--- src/rtl/slv_i2c_regs_if.sv ---
// slv_i2c_regs_if: I2C pin side and local register port of slv_i2c_regs.
// sda is the resolved pin level; sda_oe=1 pulls the open-drain line low (the pad buffer sits at chip top).
interface slv_i2c_regs_if #(
    parameter int PTR_W   = 4,
    parameter int DATA_SZ = 8
);
    logic               scl;
    logic               sda;
    logic               sda_oe;
    logic [PTR_W-1:0]   reg_sel;
    logic [DATA_SZ-1:0] reg_data;
    logic               wr_stb;
    logic [PTR_W-1:0]   wr_addr;
    logic [DATA_SZ-1:0] wr_data;
    logic               busy;
    logic               mstr_nack;
    logic               gcall_stb;
    logic [DATA_SZ-1:0] gcall_data;

    modport slave (
        input  scl, sda, reg_sel,
        output sda_oe, reg_data, wr_stb, wr_addr, wr_data, busy, mstr_nack, gcall_stb, gcall_data
    );
    modport master (
        output scl, reg_sel,
        input  sda, sda_oe, reg_data, wr_stb, wr_addr, wr_data, busy, mstr_nack, gcall_stb, gcall_data
    );
endinterface

--- src/rtl/slv_i2c_regs.sv ---
// slv_i2c_regs: I2C slave with register file, register pointer, auto-increment and local read-back port.
// Define I2C_GCALL_EN to ACK general-call (address byte 8'h00) and report its data bytes on gcall_stb/gcall_data.
module slv_i2c_regs #(
    parameter logic [6:0] SLV_ADDR = 7'h50,
    parameter int         DATA_SZ  = 8,
    parameter int         REG_NUM  = 16,
    parameter int         FILT_LEN = 3
) (
    input logic           clk,
    input logic           rst,
    slv_i2c_regs_if.slave bus
);
    localparam int PTR_W = $clog2(REG_NUM);

    typedef enum logic [3:0] {IDLE, ADDR, ADDR_ACK, PTR, PTR_ACK, WR, WR_ACK, RD, RD_ACK, WAIT_P} state_t;

    state_t             state;
    logic [1:0]         scl_s, sda_s;
    logic [3:0]         scl_c, sda_c;
    logic               scl_f, sda_f, scl_p, sda_p;
    logic [DATA_SZ-1:0] regs [REG_NUM];
    logic [PTR_W-1:0]   ptr;
    logic [6:0]         rx, tx;
    logic [2:0]         bit_cnt;
    logic               ack_on, rw, gc;
    logic               scl_rise, scl_fall, start_c, stop_c, last, hit, gcall_hit;
    logic [7:0]         byte_in, rd_byte;

    // A level is accepted only after the synchronised input has differed from it for FILT_LEN cycles.
    always_ff @(posedge clk or posedge rst) begin
        if (rst) begin
            scl_s <= 2'b11;
            sda_s <= 2'b11;
            scl_c <= '0;
            sda_c <= '0;
            scl_f <= 1'b1;
            sda_f <= 1'b1;
            scl_p <= 1'b1;
            sda_p <= 1'b1;
        end else begin
            scl_s <= {scl_s[0], bus.scl};
            sda_s <= {sda_s[0], bus.sda};
            scl_p <= scl_f;
            sda_p <= sda_f;
            scl_c <= (scl_s[1] == scl_f || scl_c == 4'(FILT_LEN - 1)) ? '0 : scl_c + 4'd1;
            sda_c <= (sda_s[1] == sda_f || sda_c == 4'(FILT_LEN - 1)) ? '0 : sda_c + 4'd1;
            if (scl_s[1] != scl_f && scl_c == 4'(FILT_LEN - 1)) scl_f <= scl_s[1];
            if (sda_s[1] != sda_f && sda_c == 4'(FILT_LEN - 1)) sda_f <= sda_s[1];
        end
    end

    assign scl_rise = scl_f & ~scl_p;
    assign scl_fall = ~scl_f & scl_p;
    assign start_c  = scl_f & scl_p & sda_p & ~sda_f;
    assign stop_c   = scl_f & scl_p & ~sda_p & sda_f;
    assign byte_in  = {rx, sda_f};
    assign rd_byte  = 8'(regs[ptr]);
    assign last     = bit_cnt == 3'd7;
`ifdef I2C_GCALL_EN
    assign gcall_hit = byte_in == 8'h00;
`else
    assign gcall_hit = 1'b0;
`endif
    assign hit = byte_in[7:1] == SLV_ADDR || gcall_hit;
    assign bus.reg_data = regs[bus.reg_sel];

    always_ff @(posedge clk or posedge rst) begin
        if (rst) begin
            state          <= IDLE;
            ptr            <= '0;
            rx             <= '0;
            tx             <= '0;
            bit_cnt        <= '0;
            ack_on         <= 1'b0;
            rw             <= 1'b0;
            gc             <= 1'b0;
            bus.sda_oe     <= 1'b0;
            bus.busy       <= 1'b0;
            bus.wr_stb     <= 1'b0;
            bus.wr_addr    <= '0;
            bus.wr_data    <= '0;
            bus.mstr_nack  <= 1'b0;
            bus.gcall_stb  <= 1'b0;
            bus.gcall_data <= '0;
            for (int i = 0; i < REG_NUM; i++) regs[i] <= '0;
        end else begin
            bus.wr_stb    <= 1'b0;
            bus.mstr_nack <= 1'b0;
            bus.gcall_stb <= 1'b0;
            if (start_c) begin
                state      <= ADDR;
                bit_cnt    <= '0;
                ack_on     <= 1'b0;
                bus.sda_oe <= 1'b0;
            end else if (stop_c) begin
                state      <= IDLE;
                ack_on     <= 1'b0;
                bus.sda_oe <= 1'b0;
                bus.busy   <= 1'b0;
            end else if (scl_rise) begin
                rx      <= byte_in[6:0];
                bit_cnt <= bit_cnt + 3'd1;
                case (state)
                    ADDR: if (last) begin
                        state    <= hit ? ADDR_ACK : WAIT_P;
                        bus.busy <= bus.busy & hit;
                        rw       <= byte_in[0];
                        gc       <= gcall_hit;
                    end
                    PTR: if (last) begin
                        ptr   <= byte_in[PTR_W-1:0];
                        state <= PTR_ACK;
                    end
                    WR: if (last) begin
                        state <= WR_ACK;
                        if (gc) begin
                            bus.gcall_stb  <= 1'b1;
                            bus.gcall_data <= DATA_SZ'(byte_in);
                        end else begin
                            regs[ptr]   <= DATA_SZ'(byte_in);
                            bus.wr_stb  <= 1'b1;
                            bus.wr_addr <= ptr;
                            bus.wr_data <= DATA_SZ'(byte_in);
                            ptr         <= ptr + PTR_W'(1);
                        end
                    end
                    RD: if (last) begin
                        state <= RD_ACK;
                        ptr   <= ptr + PTR_W'(1);
                    end
                    RD_ACK: if (sda_f) begin
                        bus.mstr_nack <= 1'b1;
                        state         <= WAIT_P;
                    end else begin
                        ack_on <= 1'b1;
                    end
                    default: ;
                endcase
            end else if (scl_fall) begin
                case (state)
                    // First fall starts the ACK pulse, second fall ends it and enters the next phase.
                    ADDR_ACK, PTR_ACK, WR_ACK: begin
                        ack_on     <= !ack_on;
                        bus.busy   <= 1'b1;
                        bus.sda_oe <= !ack_on || (state == ADDR_ACK && rw && !rd_byte[7]);
                        tx         <= rd_byte[6:0];
                        bit_cnt    <= '0;
                        if (ack_on) state <= (state != ADDR_ACK || gc) ? WR : (rw ? RD : PTR);
                    end
                    RD: begin
                        tx         <= {tx[5:0], 1'b0};
                        bus.sda_oe <= !tx[6];
                    end
                    RD_ACK: if (ack_on) begin
                        state      <= RD;
                        ack_on     <= 1'b0;
                        bit_cnt    <= '0;
                        tx         <= rd_byte[6:0];
                        bus.sda_oe <= !rd_byte[7];
                    end else begin
                        bus.sda_oe <= 1'b0;
                    end
                    default: ;
                endcase
            end
        end
    end
endmodule

--- src/flat_wrapper.sv ---
// flat-port wrapper written by rule: the top's interface ports become plain ports
module slv_i2c_regs_flat 
#(
    parameter logic [6:0] SLV_ADDR = 7'h50,
    parameter int         DATA_SZ  = 8,
    parameter int         REG_NUM  = 16,
    parameter int         FILT_LEN = 3
)
  (clk, rst, bus_scl, bus_sda, bus_reg_sel, bus_sda_oe, bus_reg_data, bus_wr_stb, bus_wr_addr, bus_wr_data, bus_busy, bus_mstr_nack, bus_gcall_stb, bus_gcall_data);
  slv_i2c_regs_if #(.PTR_W(4), .DATA_SZ(DATA_SZ)) bus_i ();
  input logic clk;
  input logic rst;
  input wire logic [$bits(bus_i.scl)-1:0] bus_scl;
  input wire logic [$bits(bus_i.sda)-1:0] bus_sda;
  input wire logic [$bits(bus_i.reg_sel)-1:0] bus_reg_sel;
  output wire logic [$bits(bus_i.sda_oe)-1:0] bus_sda_oe;
  output wire logic [$bits(bus_i.reg_data)-1:0] bus_reg_data;
  output wire logic [$bits(bus_i.wr_stb)-1:0] bus_wr_stb;
  output wire logic [$bits(bus_i.wr_addr)-1:0] bus_wr_addr;
  output wire logic [$bits(bus_i.wr_data)-1:0] bus_wr_data;
  output wire logic [$bits(bus_i.busy)-1:0] bus_busy;
  output wire logic [$bits(bus_i.mstr_nack)-1:0] bus_mstr_nack;
  output wire logic [$bits(bus_i.gcall_stb)-1:0] bus_gcall_stb;
  output wire logic [$bits(bus_i.gcall_data)-1:0] bus_gcall_data;
  assign bus_i.scl = bus_scl;
  assign bus_i.sda = bus_sda;
  assign bus_i.reg_sel = bus_reg_sel;
  assign bus_sda_oe = bus_i.sda_oe;
  assign bus_reg_data = bus_i.reg_data;
  assign bus_wr_stb = bus_i.wr_stb;
  assign bus_wr_addr = bus_i.wr_addr;
  assign bus_wr_data = bus_i.wr_data;
  assign bus_busy = bus_i.busy;
  assign bus_mstr_nack = bus_i.mstr_nack;
  assign bus_gcall_stb = bus_i.gcall_stb;
  assign bus_gcall_data = bus_i.gcall_data;
  slv_i2c_regs #(.SLV_ADDR(SLV_ADDR), .DATA_SZ(DATA_SZ), .REG_NUM(REG_NUM), .FILT_LEN(FILT_LEN)) u_core (.clk(clk), .rst(rst), .bus(bus_i));
endmodule
--- config.mk ---
export PLATFORM = sky130hd
export DESIGN_NAME = slv_i2c_regs_flat
export DESIGN_NICKNAME = d
export VERILOG_FILES = /design/src/rtl/slv_i2c_regs_if.sv /design/src/rtl/slv_i2c_regs.sv /design/src/flat_wrapper.sv
export SDC_FILE = /design/constraint.sdc
export NUM_CORES = 1
export LEC_CHECK = 0
export CAP_MARGIN = 10
export CORE_ASPECT_RATIO = 2
export CORE_UTILIZATION = 45
export CTS_CLUSTER_DIAMETER = 150
export DETAILED_ROUTE_END_ITERATION = 10
export REMOVE_ABC_BUFFERS = 1
export SYNTH_ARGS = -nofsm -noshare
export SYNTH_HDL_FRONTEND = slang
export SYNTH_SLANG_ARGS = --single-unit
--- constraint.sdc ---
create_clock -name clk -period 11.9 [get_ports clk]
set_clock_uncertainty 0.1 [all_clocks]
set_input_delay 3.57 -clock clk [delete_from_list [all_inputs] [get_ports clk]]
set_output_delay 3.57 -clock clk [all_outputs]
set_load 0.005 [all_outputs]
== Yosys cells after proc, flatten, opt, wreduce, memory -nomap -nowiden ==
Cells that the tools add are included.

* $add $sub $neg: 4
* Multipliers: 0
* Div/mod/pow operators: 0
* Order comparisons: 3
* Equality and inequality tests: 37
* Shifts and indexed selects: 0
* Muxes and demuxes: 67
* Bitwise gates (word level): 17
* Reductions and logical operators: 33

{| class="wikitable"
|+ Operators with widths
! operator !! count
|-
| 128-bit bitwise mux || 1
|-
| 4-bit two-way mux || 17
|-
| 8-bit binary-select mux with 4-bit select || 2
|-
| 8-bit two-way mux || 5
|-
| 8-bit demux with 4-bit select || 1
|-
| 1-bit two-way mux || 27
|-
| 5-bit != test (second input constant) || 5
|-
| 7-bit one-hot mux with 3 select lines || 1
|-
| 4-bit one-hot mux with 5 select lines || 1
|-
| 3-bit two-way mux || 6
|-
| 3-bit nonzero test || 6
|-
| 4-bit by 2-bit == test with 1-bit output (second input constant) || 4
|-
| 4-bit by 3-bit == test with 1-bit output (second input constant) || 4
|-
| 4-bit one-hot mux with 2 select lines || 2
|-
| 5-bit AND reduction || 3
|-
| 4-bit by 1-bit adder with 4-bit output (second input constant) || 3
|-
| 5-bit >= comparator (second input constant) || 2
|-
| 2-bit by 1-bit != test with 1-bit output (second input constant) || 5
|-
| 5-bit by 1-bit != test with 1-bit output (second input constant) || 2
|-
| 4-bit NOT with 5-bit output || 2
|-
| 10-bit AND reduction || 1
|-
| 5-bit nonzero test || 2
|-
| 3-bit != test (second input constant) || 3
|-
| 1-bit bitwise AND || 8
|-
| 28 further kinds || 48
|}

* Register bits after elaboration: 187
* Latch bits: 0
* Bits in writable memories: 0
* Bits in read-only memories: 0
* Input bits: 8
* Output and inout bits: 33
* Word-level logic and storage cells: 198
* Memories: 0

== Logic depth before layout (Yosys ltp) ==
* Depth after elaboration: 12
* Depth in mapped cells: 8

== Worst setup path before layout ==
OpenSTA, ideal clock, no wires.

* Path type: input -> output
* Start: in bus_reg_sel[0]
* End: out bus_reg_data[5]
* Arrival: 5.216 ns
* Required time: 8.230 ns
* Setup slack: 3.014 ns
* Stages: 4
* Cells stage by stage: clkbuf_1 > buf_1 > mux4_2 > mux4_2

* Word-level cells in the longest chain between the ends: 4

{| class="wikitable"
|+ RTL lines
! element !! RTL line !! source
|-
| start: declaration || flat_wrapper.sv:15 || <nowiki>input wire logic [$bits(bus_i.reg_sel)-1:0] bus_reg_sel;</nowiki>
|-
| 4-bit NOT with 5-bit output (not written as such) || slv_i2c_regs.sv:65 || <nowiki>assign bus.reg_data = regs[bus.reg_sel];</nowiki>
|-
| 8-bit binary-select mux with 4-bit select || slv_i2c_regs.sv:65 ||
|-
| 8-bit two-way mux (not written as such) (2 in series) || slv_i2c_regs.sv:65 ||
|-
| end: declaration || flat_wrapper.sv:17 || <nowiki>output wire logic [$bits(bus_i.reg_data)-1:0] bus_reg_data;</nowiki>
|}

Every way passes these cells. The select of a mux whose other input is x is not followed.

== Worst setup path after layout ==
Same ends and word-level chain as after synthesis.

==> metrics.txt <==
Critical R2R Launch=u_core.scl_f; wire per inst=24.0 µm; EDFF count, synth=0; area of the multi-input gates=approximately 4900 µm²; initial antenna violation count=0; Vias=6155; diodes inserted=0; Total Die Area=22900 µm²; critical path, cell by cell=buf_2, buf_4, mux4_2, mux4_2, clkdlybuf4s50_1; clk root buf=clkbuf_16; Worst-Skew Late Latency=0.45 ns; Hold Vio Cnt, Final=0; most frequent CP cell=mux4_2; layout cells sized above 1=21.6%; Final Non-Filler Cells=1008; Overall Power=between 1.5 and 2 mW; Worst Path Arrival=5.91 ns; CTS tree=yes; Place WS=2.27 ns; # rows=76; Final setup viols=0; CTS Sinks=roughly 190; sequential cell area=4690 µm²; Final Worst Setup Slack=2.32 ns; CP startpoint kind=input pin; CP Data Required Time=approximately 8 ns; Total GRT Usage=23.2%; setup TNS=0 ns; Tcrit/Tclk final=80.5%; initial DRC count=294; # port buffers=31; unrepaired setup endpoints after global routing=false; # DRC=0; top sig layer=met4; number of I/O pins=41; Hold Crit Class=reg -> reg; Via density=6.11; Core Area=about 22000 µm²; max-cap violation count=0; vias in the first global route=6727; post-route ant nets=0; Async SR Flop Fraction=100%; initial core utilization=between 40% and 50%; Max-Slew Margin vs Limit=21.5%; wl on met1=9050 µm; worst-margin pin slew=1.18 ns; hold path start=u_core.scl_s[0]; fill count=1888; final wirelength=roughly 24000 µm; Mapped Area=10000 µm²; Met3 Routed Length=between 500 and 600 µm; final instance area=11000 µm²; Seq/Total Area, Yosys=a little under half; yosys warns=0; Crit. End Element=output port; CP startpoint=bus_reg_sel[0]; pwr/cell area=approximately 160 nW/µm²; GRT overflow=0; Max clock buf depth=2; average size of a mapped cell=13.7 µm²; fin nets=743; Setup CP Type=in -> out; post-synth cell types=66; Post-DP Area=10400 µm²; status=finished, final reports clean; Crit-path slowest cell=mux4_2; DRT Pass-1 Iters=6; Post-CTS Resized=0; main flop type after synthesis=dfrtp_1; Max stage delay on crit path=approximately 0.57 ns; Gate Count Post-Synth=729; Layout area overhead=9.99%; die width=107 µm; Die Y=213 µm; HPWL after detailed placement=17400 µm; cts hold-fix bufs=0; Leak=5.05 nW; CTS buffer count=17; Worst-path clk slew=0.07 ns; first-pass GRT wire length=38600 µm; Setup Buffers After CTS=0; H-Tree Depth=4; synthesized flop and latch total=187; crit-path max FO=22; Routed met2 length=about 14000 µm; post-route minimum period=9.58 ns; pin count of the biggest net entering global routing=109; maximum vdd drop=0.145 mV; GPL Wtd Cong=approximately 0.86; fmax=~100 MHz; pins over their slew limit=0; placed insts=976
==> kinds of logic (layout without fill, tap and decap cells) <==
family / Yosys count / count (layout) / synth area share, %
mux: 232 / 232 / 33.9
flops: 187 / 187 / 46.9
simple gates: 128 / 128 / 7.78
buf+inv: 86 / 84 / 4.09
compound gates: 74 / 74 / 5.06
fa+ha+maj: 13 / 13 / 1.63
xor+xnor: 8 / 8 / 0.700
other cells: 1 / 9 / 0.0375
==> synth_stat cells, types with 3 or more instances <==
library cell / n / area, µm²
a211oi_1: 5 / 37.5
a21oi_1: 14 / 70.1
a221oi_1: 4 / 35.0
a22o_1: 6 / 52.6
and3_1: 6 / 37.5
buf_1: 6 / 22.5
buf_2: 21 / 105
buf_4: 12 / 90.1
clkbuf_1: 31 / 116
dfrtp_1: 179 / 4480
dfstp_2: 8 / 210
ha_1: 13 / 163
inv_1: 11 / 41.3
inv_2: 3 / 11.3
mux2_1: 132 / 1490
mux2_2: 22 / 248
mux2i_1: 9 / 90.1
mux4_1: 3 / 78.8
mux4_2: 66 / 1490
nand2_1: 25 / 93.8
nand2b_1: 4 / 25.0
nand3_1: 16 / 80.1
nand3_2: 6 / 60.1
nand3_4: 6 / 105
nor2_1: 25 / 93.8
nor2b_1: 6 / 37.5
nor3_1: 6 / 30.0
nor4b_1: 3 / 26.3
o211ai_1: 4 / 30.0
o21ai_0: 9 / 45.0
o21ai_1: 5 / 25.0
o22ai_1: 3 / 18.8
o31ai_1: 8 / 60.1
or3_1: 3 / 18.8
xnor2_1: 3 / 26.3
xor2_1: 5 / 43.8
==> report_power, final <==
| group | switching (mW) | internal (mW) |
|---|---|---|
| clock | 0.256 | 0.344 |
| combinational | 0.186 | 0.129 |
| sequential | 0.108 | 0.684 |
| total | 0.551 | 1.16 |
==> placed cells by master (no fill, tap or decap), types with 4 or more instances in the layout <==
cell type / n
clkbuf_16: 17
dfstp_2: 8
inv_1: 10
dfrtp_1: 178
nand3_2: 6
a211oi_1: 5
mux2i_1: 9
ha_1: 13
mux4_2: 66
o31ai_1: 8
a22o_1: 6
and3_1: 6
nor3_1: 6
clkinv_4: 5
o21ai_1: 5
nand2_1: 25
mux2_2: 22
o21ai_0: 9
nand2b_1: 4
buf_4: 7
nand3_1: 16
conb_1: 9
a221oi_1: 4
a21oi_1: 14
nor2b_1: 6
xor2_1: 5
clkdlybuf4s50_1: 29
o211ai_1: 4
nor2_1: 25
mux2_1: 132
nand3_4: 6
==> area by class of cell <==
class / count / share of cell area, %
clock buffer: 20 / 4.15
timing repair buffer: 38 / 3.20
multi-input combinational: 464 / 44.9
inverter: 14 / 0.523
clock inverter: 12 / 1.48
tap: 273 / 3.10
sequential: 187 / 42.6
==> worst max-delay path: cells and delay by family <==
kind	cells	cell delay, ns
buffers and inverters	3	1.24
multiplexers	2	1.09
==> stage by stage <==
stage / hold slack (ns) / util (%)
final: 0.257 / 50.8
after global routing: 0.261 / 50.8
after CTS: 0.260 / 50.8
after detailed placement: 0.247 / 47.9
after global placement: 0.249 / 47.9
after floorplan: 0.245 / -
==> sequential cells by signal (all words and copies together), names as in the netlist <==
name and cells:
u_core.regs 128, u_core.bus.wr_data 8, u_core.rx 7, u_core.tx 7, u_core.bus.wr_addr 4, u_core.ptr 4, u_core.scl_c 4, u_core.sda_c 4
u_core.state 4, u_core.bit_cnt 3, u_core.scl_s 2, u_core.sda_s 2, u_core.ack_on 1, u_core.bus.busy 1, u_core.bus.mstr_nack 1, u_core.bus.sda_oe 1
u_core.bus.wr_stb 1, u_core.rw 1, u_core.scl_f 1, u_core.scl_p 1, u_core.sda_f 1, u_core.sda_p 1
==> metal layers <==
layer | global-route usage [%] | vias up
li1 | - | 2715
met4 | 12.6 | 0
met2 | 42.5 | 111
met5 | 0 | -
met3 | 3.75 | 61
met1 | 25.3 | 3268
==> path summary, 6_finish.rpt <==
kind / end / slack (ns) / cells after the start
setup / recovery: bus_reg_data[5] / 2.32 / 5
setup reg to reg: u_core.regs[8] / 8.58 / 6
max in group asynchronous: u_core.ptr[0] / 6.49 / 3
hold reg to reg: u_core.scl_s[1] / 0.26 / 0
min in group asynchronous: u_core.bus.wr_data[7] / 3.54 / 2
hold / removal: u_core.scl_s[1] / 0.26 / 0
(Power assumes the default switching activity.)
